===== src/rtl/ssb_pkg.sv =====
// Shared types and default address map for the system-bus arbiter.
package ssb_pkg;

    localparam int unsigned N_HOSTS = 3;

    typedef enum logic [1:0] {
        HOST_DBG = 2'd0,
        HOST_INS = 2'd1,
        HOST_DAT = 2'd2
    } host_e;

    typedef enum logic [1:0] {
        DEV_NONE = 2'd0,
        DEV_SRAM = 2'd1,
        DEV_DMEM = 2'd2
    } dev_e;

    localparam logic [31:0] MEM_START_DEF    = 32'h0000_0000;
    localparam logic [31:0] MEM_MASK_DEF     = 32'h0000_FFFF;
    localparam logic [31:0] DBG_START_DEF    = 32'h1A11_0000;
    localparam logic [31:0] DBG_MASK_DEF     = 32'h0000_FFFF;
    localparam int unsigned MAX_DBG_HOLD_DEF = 8;

    function automatic logic in_region(logic [31:0] addr, logic [31:0] start, logic [31:0] mask);
        return (addr & ~mask) == start;
    endfunction

endpackage


===== src/rtl/ssb_arbiter_if.sv =====
// Host-side request/response bus and the shared device-side bus of the arbiter.
interface ssb_host_if;
    logic        req;
    logic        gnt;
    logic [31:0] addr;
    logic        we;
    logic [3:0]  be;
    logic [31:0] wdata;
    logic        rvalid;
    logic        err;
    logic [31:0] rdata;

    modport master (output req, addr, we, be, wdata, input gnt, rvalid, err, rdata);
    modport slave  (input req, addr, we, be, wdata, output gnt, rvalid, err, rdata);
endinterface

interface ssb_dev_if;
    logic        sram_req;
    logic        dmem_req;
    logic [31:0] addr;
    logic        we;
    logic [3:0]  be;
    logic [31:0] wdata;
    logic [31:0] sram_rdata;
    logic [31:0] dmem_rdata;

    modport master (output sram_req, dmem_req, addr, we, be, wdata, input sram_rdata, dmem_rdata);
    modport slave  (input sram_req, dmem_req, addr, we, be, wdata, output sram_rdata, dmem_rdata);
endinterface


===== src/rtl/ssb_rr_arb2.sv =====
// Two-requester round-robin: the registered pointer favours whichever side was not granted last.
module ssb_rr_arb2 (
    input  logic       clk_sys,
    input  logic       rst_sys_n,
    input  logic       i_en,
    input  logic [1:0] i_req,
    output logic [1:0] o_gnt
);

    logic r_prefer_1;

    always_comb begin
        o_gnt = 2'b00;
        if (i_en) begin
            if (i_req == 2'b11) begin
                o_gnt = r_prefer_1 ? 2'b10 : 2'b01;
            end else begin
                o_gnt = i_req;
            end
        end
    end

    always_ff @(posedge clk_sys or negedge rst_sys_n) begin
        if (!rst_sys_n) begin
            r_prefer_1 <= 1'b0;
        end else if (o_gnt[0]) begin
            r_prefer_1 <= 1'b1;
        end else if (o_gnt[1]) begin
            r_prefer_1 <= 1'b0;
        end
    end

endmodule


===== src/rtl/ssb_arbiter.sv =====
// Shared system-bus arbiter: debug SBA, Ibex instr and Ibex data onto SRAM / debug memory,
// with a bounded debug priority and a one-cycle response stage routed back to the owner.
module ssb_arbiter
    import ssb_pkg::*;
#(
    parameter logic [31:0] MemStart   = MEM_START_DEF,
    parameter logic [31:0] MemMask    = MEM_MASK_DEF,
    parameter logic [31:0] DebugStart = DBG_START_DEF,
    parameter logic [31:0] DebugMask  = DBG_MASK_DEF,
    parameter int unsigned MaxDbgHold = MAX_DBG_HOLD_DEF
) (
    input  logic      clk_sys,
    input  logic      rst_sys_n,
    ssb_host_if.slave dbg_bus,
    ssb_host_if.slave ins_bus,
    ssb_host_if.slave dat_bus,
    ssb_dev_if.master dev_bus
);

    localparam logic [7:0] HOLD_MAX = 8'(MaxDbgHold);
    localparam logic REGIONS_OVERLAP =
        ((MemStart ^ DebugStart) & ~(MemMask | DebugMask)) == 32'h0;

    logic [7:0]         r_hold;
    logic [N_HOSTS-1:0] r_rsp_host;
    dev_e               r_rsp_dev;

    logic               w_core_pend;
    logic               w_dbg_yield;
    logic               w_dbg_win;
    logic [1:0]         w_core_req;
    logic [1:0]         w_core_gnt;
    logic [N_HOSTS-1:0] w_gnt;
    logic [31:0]        w_addr;
    logic               w_we;
    logic [3:0]         w_be;
    logic [31:0]        w_wdata;
    dev_e               w_dev;
    logic [31:0]        w_rsp_data;
    logic               w_rsp_err;
    logic               w_unused_ins;

    // The instruction port is read-only; its write payload is never forwarded.
    assign w_unused_ins = ^{ins_bus.we, ins_bus.be, ins_bus.wdata};

    // Grants are held off while reset is asserted so every output reads zero.
    assign w_core_req  = {dat_bus.req, ins_bus.req} & {2{rst_sys_n}};
    assign w_core_pend = |w_core_req;
    assign w_dbg_yield = (r_hold == HOLD_MAX) && w_core_pend;
    assign w_dbg_win   = rst_sys_n && dbg_bus.req && !w_dbg_yield;

    ssb_rr_arb2 u_rr_core (
        .clk_sys   (clk_sys),
        .rst_sys_n (rst_sys_n),
        .i_en      (!w_dbg_win),
        .i_req     (w_core_req),
        .o_gnt     (w_core_gnt)
    );

    assign w_gnt[HOST_DBG] = w_dbg_win;
    assign w_gnt[HOST_INS] = w_core_gnt[0];
    assign w_gnt[HOST_DAT] = w_core_gnt[1];

    assign dbg_bus.gnt = w_gnt[HOST_DBG];
    assign ins_bus.gnt = w_gnt[HOST_INS];
    assign dat_bus.gnt = w_gnt[HOST_DAT];

    always_comb begin
        w_addr  = '0;
        w_we    = 1'b0;
        w_be    = '0;
        w_wdata = '0;
        if (w_gnt[HOST_DBG]) begin
            w_addr  = dbg_bus.addr;
            w_we    = dbg_bus.we;
            w_be    = dbg_bus.be;
            w_wdata = dbg_bus.wdata;
        end else if (w_gnt[HOST_INS]) begin
            w_addr  = ins_bus.addr;
            w_be    = 4'hF;
        end else if (w_gnt[HOST_DAT]) begin
            w_addr  = dat_bus.addr;
            w_we    = dat_bus.we;
            w_be    = dat_bus.be;
            w_wdata = dat_bus.wdata;
        end
    end

    // SRAM is checked first so it wins if the regions are ever misconfigured to overlap.
    always_comb begin
        w_dev = DEV_NONE;
        if (|w_gnt) begin
            if (in_region(w_addr, MemStart, MemMask)) begin
                w_dev = DEV_SRAM;
            end else if (in_region(w_addr, DebugStart, DebugMask)) begin
                w_dev = DEV_DMEM;
            end
        end
    end

    assign dev_bus.sram_req = (w_dev == DEV_SRAM);
    assign dev_bus.dmem_req = (w_dev == DEV_DMEM);
    assign dev_bus.addr     = w_addr;
    assign dev_bus.we       = w_we;
    assign dev_bus.be       = w_be;
    assign dev_bus.wdata    = w_wdata;

    always_ff @(posedge clk_sys or negedge rst_sys_n) begin
        if (!rst_sys_n) begin
            r_hold     <= '0;
            r_rsp_host <= '0;
            r_rsp_dev  <= DEV_NONE;
        end else begin
            r_rsp_host <= w_gnt;
            r_rsp_dev  <= w_dev;
            if (w_dbg_win && w_core_pend) begin
                if (r_hold != HOLD_MAX) begin
                    r_hold <= r_hold + 8'd1;
                end
            end else begin
                r_hold <= '0;
            end
        end
    end

    always_comb begin
        w_rsp_data = '0;
        case (r_rsp_dev)
            DEV_SRAM: w_rsp_data = dev_bus.sram_rdata;
            DEV_DMEM: w_rsp_data = dev_bus.dmem_rdata;
            default:  w_rsp_data = '0;
        endcase
    end

    assign w_rsp_err = (r_rsp_dev == DEV_NONE);

    assign dbg_bus.rvalid = r_rsp_host[HOST_DBG];
    assign ins_bus.rvalid = r_rsp_host[HOST_INS];
    assign dat_bus.rvalid = r_rsp_host[HOST_DAT];
    assign dbg_bus.err    = r_rsp_host[HOST_DBG] && w_rsp_err;
    assign ins_bus.err    = r_rsp_host[HOST_INS] && w_rsp_err;
    assign dat_bus.err    = r_rsp_host[HOST_DAT] && w_rsp_err;
    assign dbg_bus.rdata  = r_rsp_host[HOST_DBG] ? w_rsp_data : 32'h0;
    assign ins_bus.rdata  = r_rsp_host[HOST_INS] ? w_rsp_data : 32'h0;
    assign dat_bus.rdata  = r_rsp_host[HOST_DAT] ? w_rsp_data : 32'h0;

    a_no_overlap: assert property (@(posedge clk_sys) !REGIONS_OVERLAP);
    a_hold_range: assert property (@(posedge clk_sys) (MaxDbgHold >= 1) && (MaxDbgHold <= 255));
    a_gnt_onehot: assert property (@(posedge clk_sys) disable iff (!rst_sys_n) $onehot0(w_gnt));
    a_rvalid_onehot: assert property (@(posedge clk_sys) disable iff (!rst_sys_n) $onehot0(r_rsp_host));
    a_rsp_follows: assert property (@(posedge clk_sys) disable iff (!rst_sys_n)
        (|w_gnt) |=> (|r_rsp_host));
    a_no_spurious: assert property (@(posedge clk_sys) disable iff (!rst_sys_n)
        !(|w_gnt) |=> !(|r_rsp_host));

endmodule


===== src/flat_wrapper.sv =====
// flat-port wrapper written by rule: the top's interface ports become plain ports
module ssb_arbiter_flat import ssb_pkg::*;
#(
    parameter logic [31:0] MemStart   = MEM_START_DEF,
    parameter logic [31:0] MemMask    = MEM_MASK_DEF,
    parameter logic [31:0] DebugStart = DBG_START_DEF,
    parameter logic [31:0] DebugMask  = DBG_MASK_DEF,
    parameter int unsigned MaxDbgHold = MAX_DBG_HOLD_DEF
)
  (clk_sys, rst_sys_n, dbg_bus_req, dbg_bus_addr, dbg_bus_we, dbg_bus_be, dbg_bus_wdata, dbg_bus_gnt, dbg_bus_rvalid, dbg_bus_err, dbg_bus_rdata, ins_bus_req, ins_bus_addr, ins_bus_we, ins_bus_be, ins_bus_wdata, ins_bus_gnt, ins_bus_rvalid, ins_bus_err, ins_bus_rdata, dat_bus_req, dat_bus_addr, dat_bus_we, dat_bus_be, dat_bus_wdata, dat_bus_gnt, dat_bus_rvalid, dat_bus_err, dat_bus_rdata, dev_bus_sram_req, dev_bus_dmem_req, dev_bus_addr, dev_bus_we, dev_bus_be, dev_bus_wdata, dev_bus_sram_rdata, dev_bus_dmem_rdata);
  ssb_host_if dbg_bus_i ();
  ssb_host_if ins_bus_i ();
  ssb_host_if dat_bus_i ();
  ssb_dev_if dev_bus_i ();
  input  logic clk_sys;
  input  logic rst_sys_n;
  input wire logic [$bits(dbg_bus_i.req)-1:0] dbg_bus_req;
  input wire logic [$bits(dbg_bus_i.addr)-1:0] dbg_bus_addr;
  input wire logic [$bits(dbg_bus_i.we)-1:0] dbg_bus_we;
  input wire logic [$bits(dbg_bus_i.be)-1:0] dbg_bus_be;
  input wire logic [$bits(dbg_bus_i.wdata)-1:0] dbg_bus_wdata;
  output wire logic [$bits(dbg_bus_i.gnt)-1:0] dbg_bus_gnt;
  output wire logic [$bits(dbg_bus_i.rvalid)-1:0] dbg_bus_rvalid;
  output wire logic [$bits(dbg_bus_i.err)-1:0] dbg_bus_err;
  output wire logic [$bits(dbg_bus_i.rdata)-1:0] dbg_bus_rdata;
  input wire logic [$bits(ins_bus_i.req)-1:0] ins_bus_req;
  input wire logic [$bits(ins_bus_i.addr)-1:0] ins_bus_addr;
  input wire logic [$bits(ins_bus_i.we)-1:0] ins_bus_we;
  input wire logic [$bits(ins_bus_i.be)-1:0] ins_bus_be;
  input wire logic [$bits(ins_bus_i.wdata)-1:0] ins_bus_wdata;
  output wire logic [$bits(ins_bus_i.gnt)-1:0] ins_bus_gnt;
  output wire logic [$bits(ins_bus_i.rvalid)-1:0] ins_bus_rvalid;
  output wire logic [$bits(ins_bus_i.err)-1:0] ins_bus_err;
  output wire logic [$bits(ins_bus_i.rdata)-1:0] ins_bus_rdata;
  input wire logic [$bits(dat_bus_i.req)-1:0] dat_bus_req;
  input wire logic [$bits(dat_bus_i.addr)-1:0] dat_bus_addr;
  input wire logic [$bits(dat_bus_i.we)-1:0] dat_bus_we;
  input wire logic [$bits(dat_bus_i.be)-1:0] dat_bus_be;
  input wire logic [$bits(dat_bus_i.wdata)-1:0] dat_bus_wdata;
  output wire logic [$bits(dat_bus_i.gnt)-1:0] dat_bus_gnt;
  output wire logic [$bits(dat_bus_i.rvalid)-1:0] dat_bus_rvalid;
  output wire logic [$bits(dat_bus_i.err)-1:0] dat_bus_err;
  output wire logic [$bits(dat_bus_i.rdata)-1:0] dat_bus_rdata;
  output wire logic [$bits(dev_bus_i.sram_req)-1:0] dev_bus_sram_req;
  output wire logic [$bits(dev_bus_i.dmem_req)-1:0] dev_bus_dmem_req;
  output wire logic [$bits(dev_bus_i.addr)-1:0] dev_bus_addr;
  output wire logic [$bits(dev_bus_i.we)-1:0] dev_bus_we;
  output wire logic [$bits(dev_bus_i.be)-1:0] dev_bus_be;
  output wire logic [$bits(dev_bus_i.wdata)-1:0] dev_bus_wdata;
  input wire logic [$bits(dev_bus_i.sram_rdata)-1:0] dev_bus_sram_rdata;
  input wire logic [$bits(dev_bus_i.dmem_rdata)-1:0] dev_bus_dmem_rdata;
  assign dbg_bus_i.req = dbg_bus_req;
  assign dbg_bus_i.addr = dbg_bus_addr;
  assign dbg_bus_i.we = dbg_bus_we;
  assign dbg_bus_i.be = dbg_bus_be;
  assign dbg_bus_i.wdata = dbg_bus_wdata;
  assign dbg_bus_gnt = dbg_bus_i.gnt;
  assign dbg_bus_rvalid = dbg_bus_i.rvalid;
  assign dbg_bus_err = dbg_bus_i.err;
  assign dbg_bus_rdata = dbg_bus_i.rdata;
  assign ins_bus_i.req = ins_bus_req;
  assign ins_bus_i.addr = ins_bus_addr;
  assign ins_bus_i.we = ins_bus_we;
  assign ins_bus_i.be = ins_bus_be;
  assign ins_bus_i.wdata = ins_bus_wdata;
  assign ins_bus_gnt = ins_bus_i.gnt;
  assign ins_bus_rvalid = ins_bus_i.rvalid;
  assign ins_bus_err = ins_bus_i.err;
  assign ins_bus_rdata = ins_bus_i.rdata;
  assign dat_bus_i.req = dat_bus_req;
  assign dat_bus_i.addr = dat_bus_addr;
  assign dat_bus_i.we = dat_bus_we;
  assign dat_bus_i.be = dat_bus_be;
  assign dat_bus_i.wdata = dat_bus_wdata;
  assign dat_bus_gnt = dat_bus_i.gnt;
  assign dat_bus_rvalid = dat_bus_i.rvalid;
  assign dat_bus_err = dat_bus_i.err;
  assign dat_bus_rdata = dat_bus_i.rdata;
  assign dev_bus_sram_req = dev_bus_i.sram_req;
  assign dev_bus_dmem_req = dev_bus_i.dmem_req;
  assign dev_bus_addr = dev_bus_i.addr;
  assign dev_bus_we = dev_bus_i.we;
  assign dev_bus_be = dev_bus_i.be;
  assign dev_bus_wdata = dev_bus_i.wdata;
  assign dev_bus_i.sram_rdata = dev_bus_sram_rdata;
  assign dev_bus_i.dmem_rdata = dev_bus_dmem_rdata;
  ssb_arbiter #(.MemStart(MemStart), .MemMask(MemMask), .DebugStart(DebugStart), .DebugMask(DebugMask), .MaxDbgHold(MaxDbgHold)) u_core (.clk_sys(clk_sys), .rst_sys_n(rst_sys_n), .dbg_bus(dbg_bus_i), .ins_bus(ins_bus_i), .dat_bus(dat_bus_i), .dev_bus(dev_bus_i));
endmodule

===== config.mk =====
export PLATFORM = sky130hd
export DESIGN_NAME = ssb_arbiter_flat
export DESIGN_NICKNAME = d
export VERILOG_FILES = /design/src/rtl/ssb_pkg.sv /design/src/rtl/ssb_arbiter_if.sv /design/src/rtl/ssb_rr_arb2.sv /design/src/rtl/ssb_arbiter.sv /design/src/flat_wrapper.sv
export SDC_FILE = /design/constraint.sdc
export NUM_CORES = 1
export LEC_CHECK = 0
export ABC_AREA = 1
export CAP_MARGIN = 10
export CORE_AREA = 2 2 176 178
export DETAILED_ROUTE_END_ITERATION = 10
export DIE_AREA = 0 0 178 180
export SYNTH_ARGS = -nofsm -noshare
export SYNTH_HDL_FRONTEND = slang
export SYNTH_SLANG_ARGS = --single-unit

===== constraint.sdc =====
create_clock -name clk_sys -period 4.1 [get_ports clk_sys]
set_input_delay 0.82 -clock clk_sys [delete_from_list [all_inputs] [get_ports clk_sys]]
set_output_delay 0.82 -clock clk_sys [all_outputs]
set_load 0.005 [all_outputs]

* After elaboration in Yosys (flattened, before gate mapping)
Cells that the tools add are included.
Storage, ports and cells: register bits after elaboration 14, bits of input ports 276, output and inout bits 176, logic and storage cells 54
Cells by class: add/sub/neg operators 1, equality and inequality tests 9, multiplexer cells 26, bitwise logic cells 1, reduce and logical (&&, ||, !) cells 13
Operator list (count):
- $mux 32 | 9
- $pmux 32 s2 | 1
- $logic_not 32->1 | 1
- $eq 16x13->1 const B | 1
- $mux 8 | 2
- $mux 2 | 6
- $mux 4 | 3
- $add 8x1->8 const B | 1
- $eq 8x4->1 const B | 1
- $ne 8x4->1 const B | 1
- $logic_and 1x1->1 | 7
- $eq 2x2->1 const B | 3
- $mux 1 | 5
- $eq 2x1->1 const B | 2
- $reduce_or 3->1 | 1
- $and 2x2->2 | 1
- $logic_not 2->1 | 1
- $ne 2x2->1 const B | 1
- $reduce_bool 2->1 | 1
- $reduce_or 2->1 | 1
- $logic_not 1->1 | 1

* Depth between registers and ports, before layout
word-level depth 14, depth in mapped cells 14, mapped depth without buffers 14

* Hierarchy
A second synthesis with hierarchy kept.
Second synthesis, totals: cell total of the unflattened synthesis 552, area total of the unflattened synthesis 2926.6 um^2
By module, submodules not included:
- ssb_arbiter | instances 1, cells each 541, area an instance 2862.7 um^2, sequential area each 325.3 um^2
- ssb_rr_arb2 | instances 1, cells each 11, area an instance 63.8 um^2, sequential area each 25.0 um^2

* Worst setup path after synthesis
OpenSTA, ideal clock, no wires.
path kind input-to-output, start input port ins_bus_req, end output port dev_bus_dmem_req, arrival 1.890 ns, required time 3.280 ns, slack 1.390 ns, cell stages on the path 11, buffers on the path 1, cells stage by stage nand2_2 nand2_1 nand2_2 nand2_4 buf_6 or2_1 nand2_1 nand2_1 nor2_1 nand3_2 nor2_1
Between the ends: cells in the longest elaborated chain, start to end 14, elaborated cells between the ends (all ways) 18, those cells by class eq/ne: 3; mux: 8; bitwise: 1; reduce/logical: 6
RTL lines:
- start: declaration | line flat_wrapper.sv:26 | input wire logic [$bits(ins_bus_i.req)-1:0] ins_bus_req;
- $and 2x2->2 * | line ssb_arbiter.sv:47 | assign w_core_req = {dat_bus.req, ins_bus.req} & {2{rst_sys_n}};
- $reduce_or 2->1 | line ssb_arbiter.sv:48 | assign w_core_pend = |w_core_req;
- $logic_and 1x1->1 | line ssb_arbiter.sv:49 | assign w_dbg_yield = (r_hold == HOLD_MAX) && w_core_pend;
- $logic_not 1->1 | line ssb_arbiter.sv:50 | assign w_dbg_win = rst_sys_n && dbg_bus.req && !w_dbg_yield;
- $logic_and 1x1->1 | line ssb_arbiter.sv:50
- $mux 2 | line ssb_rr_arb2.sv:14 | if (i_en) begin
- $mux 32 | line ssb_arbiter.sv:81 | end else if (w_gnt[HOST_DAT]) begin
- $mux 32 | line ssb_arbiter.sv:78 | end else if (w_gnt[HOST_INS]) begin
- $mux 32 | line ssb_arbiter.sv:73 | if (w_gnt[HOST_DBG]) begin
- $eq 16x13->1 | line ssb_pkg.sv:25 | return (addr & ~mask) == start;
- $mux 2 | line ssb_arbiter.sv:95 | end else if (in_region(w_addr, DebugStart, DebugMask)) begin
- $mux 2 | line ssb_arbiter.sv:93 | if (in_region(w_addr, MemStart, MemMask)) begin
- $mux 2 * | line ssb_arbiter.sv:92 | if (|w_gnt) begin
- $eq 2x2->1 * | line ssb_arbiter.sv:102 | assign dev_bus.dmem_req = (w_dev == DEV_DMEM);
- end: declaration | line flat_wrapper.sv:45 | output wire logic [$bits(dev_bus_i.dmem_req)-1:0] dev_bus_dmem_req;
Every way passes the cells marked *; elsewhere a longest branch is shown, timed or not.

* Worst setup path in the final report
start input port ins_bus_req, end output port dev_bus_wdata[13]
Between the ends: cells in the longest elaborated chain, start to end 9, elaborated cells between the ends (all ways) 11, those cells by class eq/ne: 1; mux: 5; bitwise: 1; reduce/logical: 4
RTL lines:
- $and 2x2->2 * | line ssb_arbiter.sv:47
- $reduce_or 2->1 | line ssb_arbiter.sv:48
- $logic_and 1x1->1 | line ssb_arbiter.sv:49
- $logic_not 1->1 | line ssb_arbiter.sv:50
- $logic_and 1x1->1 | line ssb_arbiter.sv:50
- $mux 2 | line ssb_rr_arb2.sv:14
- $mux 32 | line ssb_arbiter.sv:81
- $mux 32 | line ssb_arbiter.sv:78
- $mux 32 * | line ssb_arbiter.sv:73
- end: declaration | line flat_wrapper.sv:49 | output wire logic [$bits(dev_bus_i.wdata)-1:0] dev_bus_wdata;
Marks and branches as above.

==> results.txt <==
----------------------------------------------------
[Synth]
  Net count of the mapped netlist ... 777
  Count of synthesis-stage warnings from yosys ... 0
  Most repeated cell in the gate-level netlist after synthesis ... nand2_1
  Most used flip-flop cell after synthesis ... dfrtp_1
  Leading cell types by count after synthesis ... nand2_1, nor2_1, a22o_1, inv_1, nand3_1
  Share of synthesized area occupied by flip-flops and latches ... 12.6%
  Synth top area share ... between 20% and 30%
  Combinational family with the most area after synthesis ... simple AND/OR/NAND/NOR gates
  Share of the synthesized area in compound gates (AO/OA/AOI/OAI) ... 26.2%
  Cell count after synthesis ... 496
  Per-instance average area after synthesis ... 5.60 um2
  Simple logic cell fraction of the synthesized area ... 45.6%
  Number of enable-type register cells in the synthesized netlist ... 0
  Flop and latch count out of synthesis ... 14
  Fraction of the mapped netlist area in adder cells ... 2.25%
  Multiplexer share of the synthesized area ... 0%
  Count of unique library cells instantiated by Yosys ... 29
  Mapped cell area ... 2780 um2
  Xor and xnor area share after synthesis ... 0.631%
  Async SR Flop Fraction ... 100%
  Biggest area contributors in the synthesized netlist ... a22o_1, nand2_1, nor2_1
  Cell type with the largest total area after synthesis ... a22o_1

[Setup path]
  Classification of the worst setup path ... input pin to output port
  Number of cells on the worst reg-to-reg path ... 13
  End of the worst register-to-register path ... u_core.r_rsp_dev[0]$_DFF_PN0_
  Critical path required time ... ~3.3 ns
  Cells traversed along the worst timing path ... clkdlybuf4s50_1 > nand2_2 > nand2_1 > nand2_2 > nand2_8 > nand2_1 > inv_2 > buf_12 > a22o_1 > clkdlybuf4s50_1
  Reg-to-reg critical path startpoint ... u_core.r_hold[0]$_DFFE_PN0P_
  Highest-delay cell along the critical path ... clkdlybuf4s50_1
  Critical Path Start ... ins_bus_req
  Critical path startpoint category ... input pin
  Minimum setup slack among reg-to-reg paths ... a little over 2 ns
  CP Capture Type ... output port
  Largest delay contributor family on the critical path ... buffers and inverters
  Data arrival time of the critical path ... 3.12 ns
  Largest driver fanout on the critical path ... 53
  Worst stage delay on the critical path ... 0.53 ns
  Combined buffer and inverter count along the critical path ... 4

[Timing]
  Max Transition Viols Final ... 0
  Tightest Pin Transition ... approximately 0.41 ns
  Worst Skew ... between 0.003 and 0.004 ns
  Final total negative setup slack ... 0 ns
  Count of endpoints failing setup in the final report ... 0
  Max Clock Freq ... roughly 0.25 GHz
  Setup WS post-layout ... between 0.15 and 0.2 ns
  Final period util ... 96.0%
  Relative slew margins ... 72.4%
  Final hold violations ... 0
  Shortest clock period the worst path allows after layout ... 3.94 ns
  RSZ-0062 raised after global routing ... no

[GRT]
  Largest net degree at the start of global routing ... 54
  Met1 GRT Util ... 12.3%
  Global-route wire length before repair ... between 20000 and 30000 um
  Overall Global Routing Usage ... about 11%
  Met2 capacity usage during global routing ... between 20% and 30%
  Vias in the first global route ... 4845
  Overflow left after global routing ... 0
  Global-route met3 utilization ... 2.75%
  Antenna violations before repair ... 3
  Most used routing layer in global routing ... met2

[Routing]
  Count of routing violations after the opening detailed-route iteration ... 147
  Length of the first detailed-routing pass in iterations ... 4
  Total wirelength of the detailed-routed design ... 19300 um
  Via total after detailed routing ... roughly 5000
  Remaining routing DRC violations ... 0
  Routed wire per std cell ... about 15 um
  Number of nets still failing antenna checks after routing ... 0
  Via density per instance ... 3.87

[Power]
  Static Leakage ... 2.87 nW
  Peak supply drop ... 0.000117 V
  Power Dens Cells ... 119 nW/um2

[Cells and area]
  # nets final ... 1176
  Final std cell area, no fill ... 7490 um2
  Proportion of layout cells with a drive suffix above 1 ... 3.70%
  Area overhead of the layout relative to synthesis ... 170%

[Place]
  IO Port Bufs ... roughly 410
  Routability cong. ... 0.850
  Area of placed instances ... 7390 um2
  Detail Placement HPWL ... 16400 um
  Setup slack after placement ... -0.00955 ns

[Hold path]
  Hold path startpoint ... u_core.r_hold[0]$_DFFE_PN0P_
  Worst Hold Endpoint ... u_core.r_hold[0]$_DFFE_PN0P_
  Worst Hold Path Cells ... 1
  Tightest Hold Check Type ... flip-flop to flip-flop

[Clock network]
  Number of H-tree levels ... 1
  TritonCTS clock tree ... yes
  TritonCTS Sinks ... 14
  Insertion delay to the later sink of the worst-skew pair ... 0.24 ns
  Clk slew on worst S/H paths ... 0.04 ns
  Root Driver ... clkbuf_16
  Buffers from clock root to sink, at most ... 2
  CTS Buf Count ... 3

[Floorplan]
  I/O pin count ... 452
  Die boundary width ... 178 um
  Number of placement rows ... 64
  Area of the placeable core ... 30200 um2
  Die H ... 180 um
  Total Die Area ... roughly 32000 um2
  Starting density of the core ... 9.20%

[Status]
  Status ... completed

[Job]
  Max-cap viol count ... 0

----------------------------------------------------
==> flip-flops by register name, indices dropped and copies added (netlist names) <==
| signal | flops |
|---|---|
| u_core.r_rsp_dev | 2 |
| u_core.r_hold | 8 |
| u_core.u_rr_core.r_prefer_1 | 1 |
| u_core.r_rsp_host | 3 |
==> cell type report <==
| cell class | count | area, um2 |
|---|---|---|
| well taps | 396 | 495 |
| multi-input cells | 401 | 2090 |
| repair buffers | 431 | 4310 |
| fillers | 3315 | 22700 |
| flip-flops and latches | 14 | 350 |
| clock buffers | 3 | 75.1 |
| inverters | 44 | 165 |
| diodes | 1 | 2.50 |
==> how the worst max path moves through the flow <==
stage	slack, ns	to	depth (start not counted)
after detailed placement	-0.01	dev_bus_wdata[9]	10
after global routing	0.0001	dev_bus_dmem_req	13
after floorplan	1.39	dev_bus_dmem_req	11
after CTS	0.05	dev_bus_wdata[9]	10
after global placement	0.008	dev_bus_wdata[12]	10
final	0.16	dev_bus_wdata[13]	10
==> logic make-up (layout without fill, tap and decap cells) <==
kind of cell / count (synthesis) / after routing
AOI/OAI and AO/OA: 84 / 84
xor gates and xnor gates: 2 / 2
adders and majority gates: 5 / 5
buffers and inverters: 81 / 478
DFF: 14 / 14
other: 0 / 1
and+or+nand+nor: 310 / 310
==> worst reg2reg max path, cell delays in order (launching register included) <==
cell	delay, ns
dfrtp_1	0.39
inv_1	0.09
ha_1	0.16
nand3_1	0.08
nor2_1	0.14
nand2_2	0.11
nand2_8	0.16
inv_2	0.14
nand2_1	0.08
nand3_1	0.10
nor2_1	0.16
nand3_2	0.15
buf_4	0.17
nor2_1	0.08
==> power by group <==
| part | leakage (nW) | internal (mW) | switching (mW) |
|---|---|---|---|
| clock | 0.0370 | 0.127 | 0.0503 |
| sequential | 0.191 | 0.143 | 0.00627 |
| combinational | 2.64 | 0.363 | 0.200 |
| total | 2.87 | 0.633 | 0.256 |
==> metal layers <==
metal	vias to the layer above	wire, um
li1	2421	-
met1	2249	7340
met3	26	2050
met4	2	456
met5	-	10
met2	300	9390
==> cell usage in the layout, fill, tap and decap left out, drive strengths merged <==
cell type / count
ha: 5
dlymetal6s2s: 1
nand3: 32
or2: 9
xnor2: 1
nor3: 4
a221o: 4
o21ai: 2
dfrtp: 14
clkdlybuf4s50: 413
nand3b: 2
nor3b: 2
a31oi: 1
clkbuf: 3
buf: 17
a22o: 65
nand2: 140
nor2: 120
diode: 1
and3: 1
xor2: 1
inv: 44
o211ai: 10
a21oi: 2
==> metrics by stage <==
| step | util, % | cells | power [mW] | hold WS, ns |
|---|---|---|---|---|
| detailed placement | 24.5 | 1286 | 0.715 | 0.452 |
| CTS | 24.8 | 1289 | 0.903 | 0.458 |
| floorplan | - | 496 | 0.298 | 0.432 |
| finish | 24.8 | 1290 | 0.889 | 0.455 |
| global route | 24.8 | 1290 | 0.945 | 0.497 |
| global placement | 24.5 | 1286 | 0.715 | 0.452 |
==> timing repair <==
item | CTS | global route
endpoints found under the hold margin | 0 | 0
buffers inserted | 0 | 0
endpoints found under the setup margin | 4 | 46
pin swaps | 0 | 0
resized for setup | 1 | 2
hold buffers | 0 | 0
(Power assumes the default switching activity.)
==> edit (same settings) <==
Encoding of `dev_e`: now one-hot (3 bits for 3 values).
--- a/src/rtl/ssb_pkg.sv
+++ b/src/rtl/ssb_pkg.sv
@@ -9,10 +9,10 @@
         HOST_DAT = 2'd2
     } host_e;
 
-    typedef enum logic [1:0] {
-        DEV_NONE = 2'd0,
-        DEV_SRAM = 2'd1,
-        DEV_DMEM = 2'd2
+    typedef enum logic [2:0] {
+        DEV_NONE = 3'b001,
+        DEV_SRAM = 3'b010,
+        DEV_DMEM = 3'b100
     } dev_e;
 
     localparam logic [31:0] MEM_START_DEF    = 32'h0000_0000;
Function: no difference found for any inputs over 10 cycles, from zero or initial values and one cycle with rst_sys_n low; not proved beyond that.
==> edit against the unedited design <==
- hold slack better by 0.011 ns
- synthesized area up 6.9%
- final area up 4.0%
- power up 6.9%
- clock power up 17%
- worst setup slack worse by 0.0044 ns
- global-route usage up 0.67 points
- sequential cell count up 1
- wire length up 5.2%
- critical path type unchanged
==> edit: results (changes against the unedited design) <==
stage	metric	value	unit	change
synth	Post-Synth Adder-Cell Area	0.00843		-0.0141
power	sequential power	0.000157	W	+5%
global_route	met3 Use GR	0.0273		-0.000212
synth	post-synth net total	837		+7.7%
worst_hold_path	worst hold-check path type	flip-flop to flip-flop		
finish	Multi-Input Combinational	372		-7.2%
finish	Final #Nets	1249		+6.2%
finish	fillers	3304		-0.33%
synth	Seq/Total Area, Yosys	0.127		+0.000714
finish	ant diodes	0		-1
power	Seq pwr share	0.166		-0.002
global_route	vias in the first global route	4973		+2.6%
setup_path	RR Endpoint	u_core.r_rsp_dev[0]		
setup_path	Reg2Reg Depth	15		+2
power	Worst IR Drop VDD	0.000103	V	-11%
finish	register cell area after layout	377	um^2	+7.5%
run_status	outcome	finished clean		
setup_path	CP Max Fanout	27		-49%
global_route	largest net degree at the start of global routing	56		+3.7%
setup_path	r2r setup slk	1.91	ns	-0.12 ns
detailed_routing	detailed router's first-iteration violation count	154		+4.8%
finish	top flop regs	u_core.r_hold: 8 flops, u_core.r_rsp_dev: 3 flops, u_core.r_rsp_host: 3 flops		
finish	non-clock buffer count	440		+2.1%
synth	Compound-Gate Fraction of Synth Area	0.221		-0.0405
detailed_routing	via count	5059		+1.2%
finish	Non-clock buffer share	0.564		-0.0115
synth	Seq cells post-synth	15		+1
finish	share of cells above drive strength 1	0.0557		+0.0187
synth	unique cell type count in the Yosys netlist	33		+14%
placed_design	Post-Place Worst Slack	0.0477	ns	+0.0573 ns
detailed_routing	final wirelength	20.3	mm	+5.2%
power	internal power	0.000661	W	+4.4%
finish	multi-input combinational area share	0.246		-0.0330
timing	clock skew	0.00430	ns	+0.000739 ns
power	leakage power	3.22	nW	+12%
detailed_routing	met2 wire len	11.3	mm	+20%
detailed_routing	met3 routed WL	1.92	mm	-6.3%
detailed_routing	Post-Route M1 WL	6.75	mm	-8.0%
synth	Commonest cells post-synth	inv_1, nor2_1, nand2_1		
finish	Inverters	139		+220%
global_route	first-pass GRT wire length	28.4	mm	+4.2%
power	Comb pwr share	0.617		-0.016
placed_design	Placer Congestion	0.806		-5.3%
detailed_routing	Vias per Instance	3.70		-4.4%
timing	Max-slew headroom	0.544		-0.180
clock_tree	worst skew pair latency	0.26	ns	+0.02 ns
clock_tree	CTS clk-pin slew, worst paths	0.06	ns	+0.02 ns
global_route	global-route usage over all layers	0.117		+0.00668
synth	syn_area_per_cell	5.31	um^2	-5.2%
synth	Post-Synth XOR/XNOR Area	0.00590		-0.000407
global_route	GR Layer Usage met2	0.252		+0.0482
placed_design	placed cells	1362		+5.9%
edit: what timing repair did:
item / 4_1_cts / 5_1_grt
buffers inserted: 0 / 0
resized for setup: 0 / 2
hold endpoints to repair: 0 / 0
setup endpoints to repair: 0 / 2
edit: stage by stage:
stage | utilization | instance area, um^2
floorplan | - | 2970
global placement | 0.255 | 7700
detailed placement | 0.255 | 7700
CTS | 0.258 | 7780
global route | 0.258 | 7790
finish | 0.258 | 7790
edit: worst max path at each step:
stage / to / slack (ns) / start
6_report: dev_bus_addr[5] / 0.16 / rst_sys_n
5_1_grt: dev_bus_addr[5] / 0.01 / rst_sys_n
4_1_cts: dev_bus_sram_req / 0.05 / rst_sys_n
3_5_place_dp: dev_bus_sram_req / 0.05 / rst_sys_n
3_3_place_gp: dev_bus_sram_req / 0.05 / rst_sys_n
2_1_floorplan: dev_bus_sram_req / 1.39 / ins_bus_req
